File: config.mk
export PLATFORM = sky130hd
export DESIGN_NAME = wordle_guess_engine
export DESIGN_NICKNAME = d
export VERILOG_FILES = /design/src/rtl/wordle_pkg.sv /design/src/rtl/wordle_letter_filter.sv /design/src/rtl/wordle_guess_engine.sv
export SDC_FILE = /design/constraint.sdc
export NUM_CORES = 1
export LEC_CHECK = 0
export BUFFER_PORTS_ARGS = -buffer_cell sky130_fd_sc_hd__clkbuf_2
export CAP_MARGIN = 20
export CORE_MARGIN = 8
export CORE_UTILIZATION = 63
export DETAILED_ROUTE_END_ITERATION = 10
export PLACE_DENSITY = 0.88
export SLEW_MARGIN = 10
export SYNTH_ARGS = -nofsm -noshare
export SYNTH_HDL_FRONTEND = slang
export SYNTH_HIERARCHICAL = 1
export SYNTH_SLANG_ARGS = --single-unit
File: constraint.sdc
create_clock -name Clk -period 7.1 [get_ports Clk]
set_input_delay 0.355 -clock Clk [delete_from_list [all_inputs] [get_ports Clk]]
set_output_delay 0.355 -clock Clk [all_outputs]
set_load 0.05 [all_outputs]
File: src/rtl/wordle_pkg.sv
// Shared definitions for the Wordle guess engine.
//   state_e : one-hot controller states
//   ABSENT / PRESENT / CORRECT : per-position result codes
//   ASCII_* : letter range bounds and the case bit
package wordle_pkg;

   typedef enum logic [4:0] {
      S_I      = 5'b00001,
      S_ENTRY  = 5'b00010,
      S_GREEN  = 5'b00100,
      S_YELLOW = 5'b01000,
      S_DONE   = 5'b10000
   } state_e;

   localparam logic [1:0] ABSENT  = 2'b00;
   localparam logic [1:0] PRESENT = 2'b01;
   localparam logic [1:0] CORRECT = 2'b10;

   localparam logic [7:0] ASCII_UP_A = 8'h41;
   localparam logic [7:0] ASCII_UP_Z = 8'h5A;
   localparam logic [7:0] ASCII_LO_A = 8'h61;
   localparam logic [7:0] ASCII_LO_Z = 8'h7A;
   localparam logic [7:0] CASE_BIT   = 8'h20;

endpackage

File: src/rtl/wordle_letter_filter.sv
// Combinational letter check: accepts A..Z and a..z, folds lower case to upper.
//   letter  : raw ASCII code
//   upper_c : upper-case letter (meaningful only when ok_c)
//   ok_c    : 1 when the code is an alphabetic letter
module wordle_letter_filter
   import wordle_pkg::*;
(
   input  logic [7:0] letter,
   output logic [7:0] upper_c,
   output logic       ok_c
);

   always_comb begin
      upper_c = letter;
      ok_c    = 1'b0;
      if (letter >= ASCII_UP_A && letter <= ASCII_UP_Z) begin
         ok_c = 1'b1;
      end else if (letter >= ASCII_LO_A && letter <= ASCII_LO_Z) begin
         ok_c    = 1'b1;
         upper_c = letter & ~CASE_BIT;
      end
   end

endmodule

File: src/rtl/wordle_guess_engine.sv
// Wordle guess engine: buffers typed letters, then scores a submitted guess
// against the latched secret with a green pass and a yellow pass, one position
// per cycle each.
//   Clk, reset                 : clock, async active-high reset
//   Start, Ack, secret         : game start / end acknowledge / target word
//   letter_valid, letter, del, submit : entry controls
//   letter_ready, bad_letter, letter_count : entry status
//   result, result_valid       : per-position codes and their strobe
//   guess_num, win, lose       : game progress
//   q_I .. q_Done              : one-hot state
module wordle_guess_engine
   import wordle_pkg::*;
#(
   parameter int unsigned WORD_LEN    = 5,
   parameter int unsigned MAX_GUESSES = 6
) (
   input  logic                    Clk,
   input  logic                    reset,
   input  logic                    Start,
   input  logic                    Ack,
   input  logic [8*WORD_LEN-1:0]   secret,
   input  logic                    letter_valid,
   input  logic [7:0]              letter,
   input  logic                    del,
   input  logic                    submit,
   output logic                    letter_ready,
   output logic                    bad_letter,
   output logic [3:0]              letter_count,
   output logic [2*WORD_LEN-1:0]   result,
   output logic                    result_valid,
   output logic [3:0]              guess_num,
   output logic                    win,
   output logic                    lose,
   output logic                    q_I,
   output logic                    q_Entry,
   output logic                    q_Green,
   output logic                    q_Yellow,
   output logic                    q_Done
);

   localparam int unsigned   IDX_W    = (WORD_LEN > 1) ? $clog2(WORD_LEN) : 1;
   localparam logic [IDX_W-1:0] LAST_IDX = IDX_W'(WORD_LEN - 1);
   localparam logic [3:0]    LEN_4    = 4'(WORD_LEN);
   localparam logic [3:0]    MAX_4    = 4'(MAX_GUESSES);

   state_e                state_q, state_d;
   logic [IDX_W-1:0]      idx_q;
   logic [WORD_LEN-1:0]   used_q;
   logic [7:0]            sec_q   [WORD_LEN];
   logic [7:0]            guess_q [WORD_LEN];
   logic [1:0]            code_q  [WORD_LEN];
   logic [3:0]            count_q, count_d;

   logic [7:0]            upper_c;
   logic                  letter_ok_c;
   logic                  do_letter, do_bad, do_submit;
   logic                  last_step, green_hit, all_correct, lose_d;
   logic                  yellow_hit;
   logic [IDX_W-1:0]      yellow_j;
   logic [2*WORD_LEN-1:0] result_d;

   wordle_letter_filter u_filter (
      .letter  (letter),
      .upper_c (upper_c),
      .ok_c    (letter_ok_c)
   );

   assign letter_count = count_q;
   assign q_I      = (state_q == S_I);
   assign q_Entry  = (state_q == S_ENTRY);
   assign q_Green  = (state_q == S_GREEN);
   assign q_Yellow = (state_q == S_YELLOW);
   assign q_Done   = (state_q == S_DONE);

   // Yellow search: lowest-index unused secret letter equal to the current guess letter.
   always_comb begin
      yellow_hit = 1'b0;
      yellow_j   = '0;
      for (int j = int'(WORD_LEN) - 1; j >= 0; j--) begin
         if (!used_q[j] && sec_q[j] == guess_q[idx_q]) begin
            yellow_hit = 1'b1;
            yellow_j   = IDX_W'(j);
         end
      end
      if (code_q[idx_q] == CORRECT) yellow_hit = 1'b0;
   end

   // Final result word, including the yellow update of the position being scanned.
   always_comb begin
      all_correct = 1'b1;
      result_d    = '0;
      for (int i = 0; i < int'(WORD_LEN); i++) begin
         if (code_q[i] != CORRECT) all_correct = 1'b0;
         result_d[2*(int'(WORD_LEN)-1-i) +: 2] =
            (yellow_hit && IDX_W'(i) == idx_q) ? PRESENT : code_q[i];
      end
   end

   always_ff @(posedge Clk or posedge reset) begin
      if (reset) state_q <= S_I;
      else       state_q <= state_d;
   end

   // Next-state and entry decode.
   always_comb begin
      state_d   = state_q;
      count_d   = count_q;
      do_letter = 1'b0;
      do_bad    = 1'b0;
      do_submit = 1'b0;
      last_step = (idx_q == LAST_IDX);
      green_hit = (sec_q[idx_q] == guess_q[idx_q]);
      lose_d    = ((guess_num + 4'd1) == MAX_4);
      case (state_q)
         S_I: begin
            if (Start) begin
               state_d = S_ENTRY;
               count_d = '0;
            end
         end
         S_ENTRY: begin
            if (submit && count_q == LEN_4) begin
               do_submit = 1'b1;
               state_d   = S_GREEN;
            end else if (del) begin
               if (count_q != '0) count_d = count_q - 4'd1;
            end else if (letter_valid && count_q < LEN_4) begin
               if (letter_ok_c) begin
                  do_letter = 1'b1;
                  count_d   = count_q + 4'd1;
               end else begin
                  do_bad = 1'b1;
               end
            end
         end
         S_GREEN: begin
            if (last_step) state_d = S_YELLOW;
         end
         S_YELLOW: begin
            if (last_step) begin
               count_d = '0;
               state_d = (all_correct || lose_d) ? S_DONE : S_ENTRY;
            end
         end
         S_DONE: begin
            if (Ack) state_d = S_I;
         end
         default: state_d = S_I;
      endcase
   end

   // Datapath registers.
   always_ff @(posedge Clk or posedge reset) begin
      if (reset) begin
         idx_q        <= '0;
         used_q       <= '0;
         count_q      <= '0;
         guess_num    <= '0;
         win          <= 1'b0;
         lose         <= 1'b0;
         result       <= '0;
         result_valid <= 1'b0;
         bad_letter   <= 1'b0;
         letter_ready <= 1'b0;
         for (int i = 0; i < int'(WORD_LEN); i++) begin
            sec_q[i]   <= '0;
            guess_q[i] <= '0;
            code_q[i]  <= ABSENT;
         end
      end else begin
         result_valid <= 1'b0;
         bad_letter   <= do_bad;
         count_q      <= count_d;
         letter_ready <= (state_d == S_ENTRY) && (count_d < LEN_4);
         case (state_q)
            S_I: begin
               if (Start) begin
                  guess_num <= '0;
                  win       <= 1'b0;
                  lose      <= 1'b0;
                  result    <= '0;
                  for (int i = 0; i < int'(WORD_LEN); i++)
                     sec_q[i] <= secret[8*(int'(WORD_LEN)-1-i) +: 8];
               end
            end
            S_ENTRY: begin
               if (do_letter) guess_q[IDX_W'(count_q)] <= upper_c;
               if (do_submit) begin
                  idx_q  <= '0;
                  used_q <= '0;
                  for (int i = 0; i < int'(WORD_LEN); i++) code_q[i] <= ABSENT;
               end
            end
            S_GREEN: begin
               if (green_hit) begin
                  code_q[idx_q] <= CORRECT;
                  used_q[idx_q] <= 1'b1;
               end
               idx_q <= last_step ? '0 : idx_q + IDX_W'(1);
            end
            S_YELLOW: begin
               if (yellow_hit) begin
                  code_q[idx_q]    <= PRESENT;
                  used_q[yellow_j] <= 1'b1;
               end
               idx_q <= last_step ? '0 : idx_q + IDX_W'(1);
               if (last_step) begin
                  result       <= result_d;
                  result_valid <= 1'b1;
                  guess_num    <= guess_num + 4'd1;
                  win          <= all_correct;
                  lose         <= !all_correct && lose_d;
               end
            end
            default: ;
         endcase
      end
   end

endmodule

==> reports/metrics.cfg <==
[setup_path]
r2r_cells = 10
start_kind = flop
required_ns = 7.48
path_class = reg -> reg
cp-end-kind = flop
regToRegSetupSlack_ns = 3.05
crit_arrival_ns = 4.43
reg2reg_from = idx_q[1]
worstPathMaxFanout = 31
r2r_end = code_q[7]

[detailed_routing]
ant_nets = 0
wl_met1_um = 7100
num_vias = 5617
drt_iter0_drc = 524
highest_layer = met4
routed_wl_um = 17900
dr_wl_met3_um = 1510
wire_per_inst_um = 20.4
vias_per_cell = 6.38
drc = 0
dr_wl_met2_um = 8780
drt_first_pass_iters = 5

[finish]
final_layout_size_suffix_gt1_share_pct = 30.5
n_antenna_cell = 0
final_nets = 790
fin_util_pct = 73.9
syn2layout_area_growth_pct = 14.3

[worst_hold_path]
holdPathEnd = state_q[4]
whs_path_depth = 2
min_from = Ack
hold_path_class = in -> reg

[sta]
final.setup_skew_ns = 0.00623
rsz0062_at_grt = no
worst_pin_slew_ns = 1.10
setup_violations = 0
slew_violations = 0
setup_tns_ns = 0
max_slew_margin_pct = 26.4
min_period_ns = 4.05
hold_viol = 0
fmax_ghz = 0.247
holdWs_ns = 0.0371
final.period_utilization_pct = 57.0

[global_route]
grt_max_degree = 91
grt_pass1_wl_um = 29000
antenna_found_initial = 0
grt.overflow.total = 0
grt_pass1_vias = 5774
grtUsageTotal_pct = 24.7

[clock_tree]
cts_made_buffers = 17
cts-root-buf = clkbuf_8
cts_tree = done
htreeDepth = 4
cts_sinks = 126
max-clock-path-buffers = 2
clk_pin_slew_worst_paths_ns = 0.06
clkLatencyLatePin_ns = 0.53
post-cts-setup-buffer-count = 0

[floorplanning]
die_h_um = 122
initial_core_util_pct = 64.7
design.core.area_um2 = 10900
ios = 83
rows = 38
die_w_um = 122
die-area_um2 = 14800

[run_status]
status = complete, no violations

[synth]
async_flop_share_pct = 100
synth_fp_nets = 724
ys_seq_area_share_pct = 44.8
syn_inst = 661
syn_avg_cell_area_um2 = 10.7
synth_cell_type_count = 74
synth-edff-count = 0
ys_ff_latch = 126
yosys_most_used_dff = dfrtp_1
ys_warn_count = 6
netlist_area_um2 = 7050

[power_and_ir_drop]
p_leak_nw = 3.63
p_total_mw = 2.88
peakVddDrop_uv = 236
power.density_nw_per_um2 = 357

[flow_run]
max-cap-violations = 0

[placement]
port_buffers = 82
globalplace.congestion = 0.992
dp_hpwl_um = 12800

[worst max-delay path, cell delays in order (launching register included)]
cell	delay, ns
dfrtp_1	0.71
buf_4	0.48
nor2b_1	0.69
a31oi_1	0.23
nand2b_1	0.27
and3_1	0.21
o21ai_1	0.06
nor4_1	0.43
o221a_2	0.35
o21a_2	0.31
a32oi_1	0.15
[worst max-delay path by stage]
stage | slack [ns] | to | startpoint | cells after the start
floorplan | 3.39 | bad_letter | reset | 1
global placement | 3.36 | code_q[5] | idx_q[1] | 10
detailed placement | 3.26 | code_q[7] | idx_q[1] | 10
CTS | 3.22 | code_q[7] | idx_q[1] | 10
global route | 2.88 | code_q[7] | idx_q[1] | 10
finish | 3.05 | code_q[7] | idx_q[1] | 10
[placed cells by master (no fill, tap or decap), types with 5 or more instances in the layout]
cell	synthesis	routed
dfrtp_1	125	125
mux2_2	86	86
clkbuf_2	0	82
nand2_1	49	49
o21ai_0	42	42
xnor2_1	27	27
inv_1	27	26
nor2_1	22	22
mux2i_1	21	21
a21oi_1	19	19
clkbuf_16	0	16
nand3_1	13	13
nor3_1	10	10
a22oi_1	10	10
and2_1	10	10
xor2_1	10	10
nand4_1	9	9
ha_1	8	8
nand3b_1	6	6
nand2b_1	6	6
o31ai_1	6	6
o211ai_1	6	6
buf_4	10	6
o2bb2ai_1	5	5
o22ai_1	5	5
or3_1	5	5
a32oi_1	5	5
clkinv_2	0	5
[timing repair]
item / in CTS / in global routing
hold buffers: 1 / 0
gates resized for setup: 0 / 0
endpoints found under the hold margin: 35 / 0
[cell families (layout without fill, tap and decap cells)]
| kind of cell | Yosys count | in the layout | synth area share, % |
|---|---|---|---|
| AND/OR/NAND/NOR | 167 | 167 | 13.1 |
| AO/OA/AOI/OAI | 139 | 139 | 13.2 |
| flip-flops | 126 | 126 | 44.8 |
| multiplexers | 113 | 113 | 18.0 |
| buffers and inverters | 71 | 150 | 4.90 |
| XOR/XNOR | 37 | 37 | 4.60 |
| adder cells (fa/ha/maj) | 8 | 8 | 1.42 |
[synthesized netlist by cell type (all sizes together), types with 10 or more instances]
cell    instances  share of area [%]
xor2           10                1.2
a21oi          19                1.3
mux2i          21                3.0
nand3          13               0.92
o21ai          46                3.3
and2           10               0.89
inv            27                1.4
clkbuf         16               0.85
a22oi          11                1.2
dfrtp         125                 44
xnor2          27                3.4
nor2           24                1.4
buf            27                2.6
nand2          50                2.7
nor3           11               0.85
mux2           91                 15
[per-stage QoR]
stage	area [µm²]	std cells	worst slack (ns)
floorplan	7050	661	3.39
global placement	7430	845	3.36
detailed placement	7430	845	3.26
CTS	8020	878	3.22
global route	8050	880	2.88
finish	8050	880	3.05
[registers in the layout, summed over array words and instances, names as in the netlist]
| signal | cells |
|---|---|
| result_valid | 1 |
| sec_q | 40 |
| guess_num | 4 |
| used_q | 5 |
| code_q | 10 |
| letter_count | 4 |
| lose | 1 |
| state_q | 5 |
| result | 10 |
| guess_q | 40 |
| bad_letter | 1 |
| letter_ready | 1 |
| win | 1 |
| idx_q | 3 |
[power by group]
group / internal (mW) / switching (mW) / total (mW) / leakage (nW)
Combinational: 0.452 / 0.507 / 0.959 / 1.70
Sequential: 0.893 / 0.183 / 1.08 / 1.65
Clock: 0.524 / 0.317 / 0.840 / 0.276
Total: 1.87 / 1.01 / 2.88 / 3.63
[per-layer routing]
layer | vias to the layer above | GRT usage (%)
li1 | 2539 | -
met5 | - | 0
met2 | 288 | 40.5
met3 | 56 | 6.39
met4 | 0 | 12.4
met1 | 2734 | 29.7
[area by class of cell]
class | instances | area (µm²)
Inverter | 28 | 108
Sequential cell | 126 | 3150
Timing Repair Buffer | 90 | 493
Clock buffer | 21 | 459
Tap cell | 140 | 175
Fill cell | 750 | 2840
Clock inverter | 11 | 115
Multi-Input combinational cell | 464 | 3550
Note: power is estimated with default switching activity, not from simulation.
